File: config.mk
export PLATFORM = sky130hd
export DESIGN_NAME = fetching
export DESIGN_NICKNAME = d
export VERILOG_FILES = /design/src/rtl/fetching.sv
export SDC_FILE = /design/constraint.sdc
export NUM_CORES = 1
export LEC_CHECK = 0
export CAP_MARGIN = 20
export CELL_PAD_IN_SITES_DETAIL_PLACEMENT = 1
export CELL_PAD_IN_SITES_GLOBAL_PLACEMENT = 1
export CORE_MARGIN = 1.5
export CORE_UTILIZATION = 37
export DETAILED_ROUTE_END_ITERATION = 10
export GPL_ROUTABILITY_DRIVEN = 1
export PLACE_DENSITY = 0.87
export SETUP_SLACK_MARGIN = 0.2
export SKIP_LAST_GASP = 1
export SYNTH_ARGS = -nofsm -noshare
export SYNTH_HDL_FRONTEND = slang
export SYNTH_SLANG_ARGS = --single-unit
export TNS_END_PERCENT = 1
File: constraint.sdc
create_clock -name clk -period 5.2 [get_ports clk]
set_input_delay 0.78 -clock clk [delete_from_list [all_inputs] [get_ports clk]]
set_output_delay 0.78 -clock clk [all_outputs]
set_load 0.05 [all_outputs]
File: src/rtl/fetching.sv
// fetching: instruction fetch stage of the RISC-V pipeline.
// Holds the PC, runs a single-outstanding req/ready handshake to instruction
// memory and feeds `instruction`/`pc`/`valid`/`nop` to the decoding stage.
// A taken branch redirects the PC and emits a one-cycle `nop` flush pulse.
// Optional feature macro: FETCH_MISALIGN_TRAP_EN (misaligned redirect traps to HALT).
module fetching #(
    parameter logic [31:0] RESET_PC = 32'h0000_0000
) (
    input  logic        clk,
    input  logic        rst,
    input  logic        branch_taken,
    input  logic [31:0] branch_target,
    output logic        imem_req,
    output logic [31:0] imem_addr,
    input  logic        imem_ready,
    input  logic [31:0] imem_rdata,
    output logic [31:0] instruction,
    output logic [31:0] pc,
    output logic        valid,
    output logic        nop,
    output logic        misalign
);

`ifdef FETCH_MISALIGN_TRAP_EN
    localparam bit TRAP_EN = 1'b1;
`else
    localparam bit TRAP_EN = 1'b0;
`endif

    typedef enum logic [1:0] {
        S_FETCH = 2'd0,
        S_DRAIN = 2'd1,
        S_FLUSH = 2'd2,
        S_HALT  = 2'd3
    } state_t;

    state_t      state_q;
    logic [31:0] pc_q;        // next fetch address / pending redirect target
    logic [31:0] hold_q;      // address of the abandoned request during DRAIN
    logic [31:0] instr_q;
    logic [31:0] opc_q;
    logic        valid_q;
    logic        nop_q;
    logic        mis_q;

    logic [31:0] target_d;    // redirect address after alignment handling
    logic        trap_d;      // redirect must trap instead of fetching

    // Redirect target shaping: without the trap the low bits are dropped.
    always_comb begin
        target_d = TRAP_EN ? branch_target : {branch_target[31:2], 2'b00};
        trap_d   = TRAP_EN && (branch_target[1:0] != 2'b00);
    end

    // Memory-side request: only FETCH and DRAIN talk to memory, never in reset.
    always_comb begin
        imem_req  = !rst && ((state_q == S_FETCH) || (state_q == S_DRAIN));
        imem_addr = (state_q == S_DRAIN) ? hold_q : pc_q;
    end

    // Fetch FSM with registered decode-side outputs; outputs default to the
    // flushed value (all zero) every cycle unless a word is delivered.
    always_ff @(posedge clk) begin
        if (rst) begin
            state_q <= S_FETCH;
            pc_q    <= RESET_PC;
            hold_q  <= 32'h0;
            instr_q <= 32'h0;
            opc_q   <= 32'h0;
            valid_q <= 1'b0;
            nop_q   <= 1'b0;
            mis_q   <= 1'b0;
        end else begin
            instr_q <= 32'h0;
            opc_q   <= 32'h0;
            valid_q <= 1'b0;
            nop_q   <= 1'b0;
            case (state_q)
                S_FETCH: begin
                    if (branch_taken) begin
                        // Redirect wins over any same-cycle transfer.
                        pc_q  <= target_d;
                        nop_q <= 1'b1;
                        if (trap_d) begin
                            mis_q   <= 1'b1;
                            state_q <= S_HALT;
                        end else if (imem_ready) begin
                            state_q <= S_FLUSH;
                        end else begin
                            // Request still outstanding: finish it on the old address.
                            hold_q  <= pc_q;
                            state_q <= S_DRAIN;
                        end
                    end else if (imem_ready) begin
                        instr_q <= imem_rdata;
                        opc_q   <= pc_q;
                        valid_q <= 1'b1;
                        pc_q    <= pc_q + 32'd4;
                    end
                end
                S_DRAIN: begin
                    // Later redirects only retarget; the nop pulse was already sent.
                    if (branch_taken) pc_q <= target_d;
                    if (branch_taken && trap_d) begin
                        mis_q   <= 1'b1;
                        state_q <= S_HALT;
                    end else if (imem_ready) begin
                        state_q <= S_FLUSH;
                    end
                end
                S_FLUSH: begin
                    if (branch_taken) begin
                        pc_q <= target_d;
                        if (trap_d) begin
                            mis_q   <= 1'b1;
                            state_q <= S_HALT;
                        end
                    end else begin
                        state_q <= S_FETCH;
                    end
                end
                default: begin
                    // HALT: parked until reset.
                    state_q <= S_HALT;
                end
            endcase
        end
    end

    assign instruction = instr_q;
    assign pc          = opc_q;
    assign valid       = valid_q;
    assign nop         = nop_q;
    assign misalign    = mis_q;

endmodule

==> impl_results.md <==
- Run status: complete, no violations
- PortBufs: 160
- WHS Endpoint: hold_q[7]
- First-pass GRT wire length: 26.59 mm
- Syn Area/Cell: between 8 and 9 sq um
- Synth cell types: 58
- Final period util: 64.29%
- GR Layer Usage met2: 40.97%
- Max_slew headroom: 34.51%
- Crit path DAT: 2.56 ns
- Full die area: roughly 15000 sq um
- Hold Path Depth: 2
- Final worst clock skew: about 0.012 ns
- Largest family of logic cells by synthesized area: simple AND/OR/NAND/NOR gates
- Max frequency: 299.1 MHz
- Worst reg2reg path endpoint: pc_q[28]
- RSZ-0062 raised after global routing: no
- Top cell type's share of synthesized area: 47.52%
- Launching point of the worst reg2reg path: pc_q[2]
- FF-to-FF path depth: 6
- Most Crowded Layer GR: met2
- Required @ worst endpoint: 4.42 ns
- Register area share after synthesis: between 40% and 50%
- Vias: 4968
- Clk_lat worst skew: 0.42 ns
- Final antenna-violating net count: 0
- Buffer type at the clock tree root: clkbuf_16
- Vias in the first global route: 5142
- Pin count of the biggest net entering global routing: 68
- Initial antenna violation count: 0
- # IOs: 168
- Core area: 13930 sq um
- Seq cells post-synth: 126
- Peak VDD IR: 0.0002877 V
- Post-CTS setup buffers: 0
- Final Hold Vio Count: 0
- Antenna diodes: 0
- Final setup vio count: 0
- Vias per std cell: approximately 5.4
- Met3 GRT Util: 5.762%
- Total power: roughly 0.0039 W
- Hold-fix buffers, CTS: 0
- # rows: 43
- Total negative slack: 0 ns
- CP Class: reg -> out
- TritonCTS clock tree: done
- Starting density of the core: 38.09%
- Synthesis Warnings: 0
- Post-synth top area cell: dfxtp_1
- Post-layout nets: 808
- CP Capture Type: primary output
- Simple-gate portion of the synthesized area: 24.30%
- Met1 Use GR: 26.20%
- # DRC: 0
- Die W: 122.8 um
- CTS Buf Count: 17
- Grt total ovfl: 0
- Fin area: 7552 sq um
- WL/cell: around 19 um
- Worst slew pin tran: 0.9743 ns
- Dpl cell area: 6938 sq um
- CTS resizes: 0
- XOR/XNOR share of the synthesized area: 0%
- CTS Buffer Depth: 2
- Worst Hold Class: reg -> reg
- P per Cell Area: just over 500 nW/um^2
- First-pass iteration count of the detailed router: 4
- H-tree lvl count: 4
- Mapped Cells: between 500 and 600
- Slew Limit Fails: 0
- HP Start: hold_q[7]
- Top FF cell, synth: dfxtp_1
- Hpwl dp: 11.66 mm
- Most frequent cells in the layout: clkdlybuf4s50_1 (159), dfxtp_1 (126), nand2_1 (90)
- Syn-to-layout area delta: 42.29%
- Routability cong.: 0.8535
- Util after Layout: 54.20%
- Drt total wl: 17.20 mm
- Worst Hold Slack: 0.4572 ns
- First DRT Iteration DRCs: between 300 and 400
- Max Cap Violations: 0
- Worst setup SP type: flip-flop
- Layout cell share with drive strength beyond 1: 10.48%
- Clock sink count: 126
- Mapped Area: 5308 sq um
- Adder-cell share of the synthesized area: 1.179%
- Total Routing Usage GR: 23.20%
- Fin crit period: 3.343 ns
- CTS clk-pin slew, worst paths: 0.05 ns
- CP max FO: 34
- Compound-Gate Fraction of Synth Area: approximately 14%
- EDFF count, synth: 0
- Reg2Reg Setup Slack: 2.33 ns
- Ranking of synthesized cells by area: dfxtp_1 (48%), and2_1 (7.5%), nand2_1 (6.4%), mux2_2 (6.2%), a21oi_1 (5.0%)
- Die H: 122.8 um
- Post-synthesis mux area share: 7.096%
- Lkg Pwr: approximately 2.8 nW
- Most common cell after layout, fill and taps aside: clkdlybuf4s50_1
- Ys async rst share: 0%
-- routing by layer --
layer	vias up	wire [um]
met5	-	0
met4	0	368
met3	28	1189
met2	181	8657
met1	2416	6979
li1	2343	-
-- report_power, final --
part	total (W)	leakage [nW]	switching, W	internal [W]
Clock	0.00113	0.273	0.000406	0.000728
Combinational	0.00144	1.51	0.000911	0.000529
Sequential	0.00130	1.03	0.000200	0.00110
-- how the worst max path moves through the flow --
| stage | end | cells past startpoint | slack (ns) | startpoint |
|---|---|---|---|---|
| 2_1_floorplan | imem_addr[24] | 5 | 2.35 | state_q[1] |
| 3_3_place_gp | pc_q[28] | 6 | 1.81 | branch_taken |
| 3_5_place_dp | pc_q[28] | 6 | 1.51 | branch_taken |
| 4_1_cts | imem_addr[31] | 5 | 1.84 | state_q[1] |
| 5_1_grt | imem_addr[31] | 5 | 1.74 | state_q[1] |
| 6_report | imem_addr[20] | 5 | 1.86 | state_q[1] |
-- worst max-delay path: stages, from the launching register on --
cell and delay, ns:
dfxtp_1 0.33, inv_1 0.11, ha_1 0.15, buf_4 0.41
mux2_2 0.40, clkdlybuf4s50_1 0.72
-- cells in the mapped netlist, drive strengths merged (6+ instances only) --
master	n
dfxtp	126
mux2	29
inv	6
nor2	34
o21ai	14
buf	7
nor4	7
and2	65
a21oi	53
o22ai	6
nand4	11
clkbuf	43
a22oi	6
a211oi	6
nor3	10
nand3	16
nand2	91
-- cell type report --
class / instances / area (sq um)
Tap cell: 180 / 225.2
Clock buffer: 21 / 470.5
Clock inverter: 7 / 90.09
Timing Repair Buffer: 169 / 1695
Fill cell: 1567 / 6382
Inverter: 6 / 22.52
Sequential cell: 126 / 2522
Multi-Input combinational cell: 415 / 2526
-- state kept, by name, indices dropped and copies added (netlist names) --
register	cells
hold_q	30
instruction	32
nop	1
pc	30
pc_q	30
state_q	2
valid	1
-- per-stage QoR --
step                setup WS, ns  instances
floorplan                  2.354        598
global placement           1.808        893
detailed placement         1.513        893
CTS                        1.843        921
global route               1.739        924
finish                     1.857        924
-- kinds of logic after synthesis --
family	count (synthesis)
buffers and inverters	57
and+or+nand+nor	252
AOI/OAI and AO/OA	119
other	1
muxes	34
DFF	126
adders and majority gates	5
(Power assumes the default switching activity.)
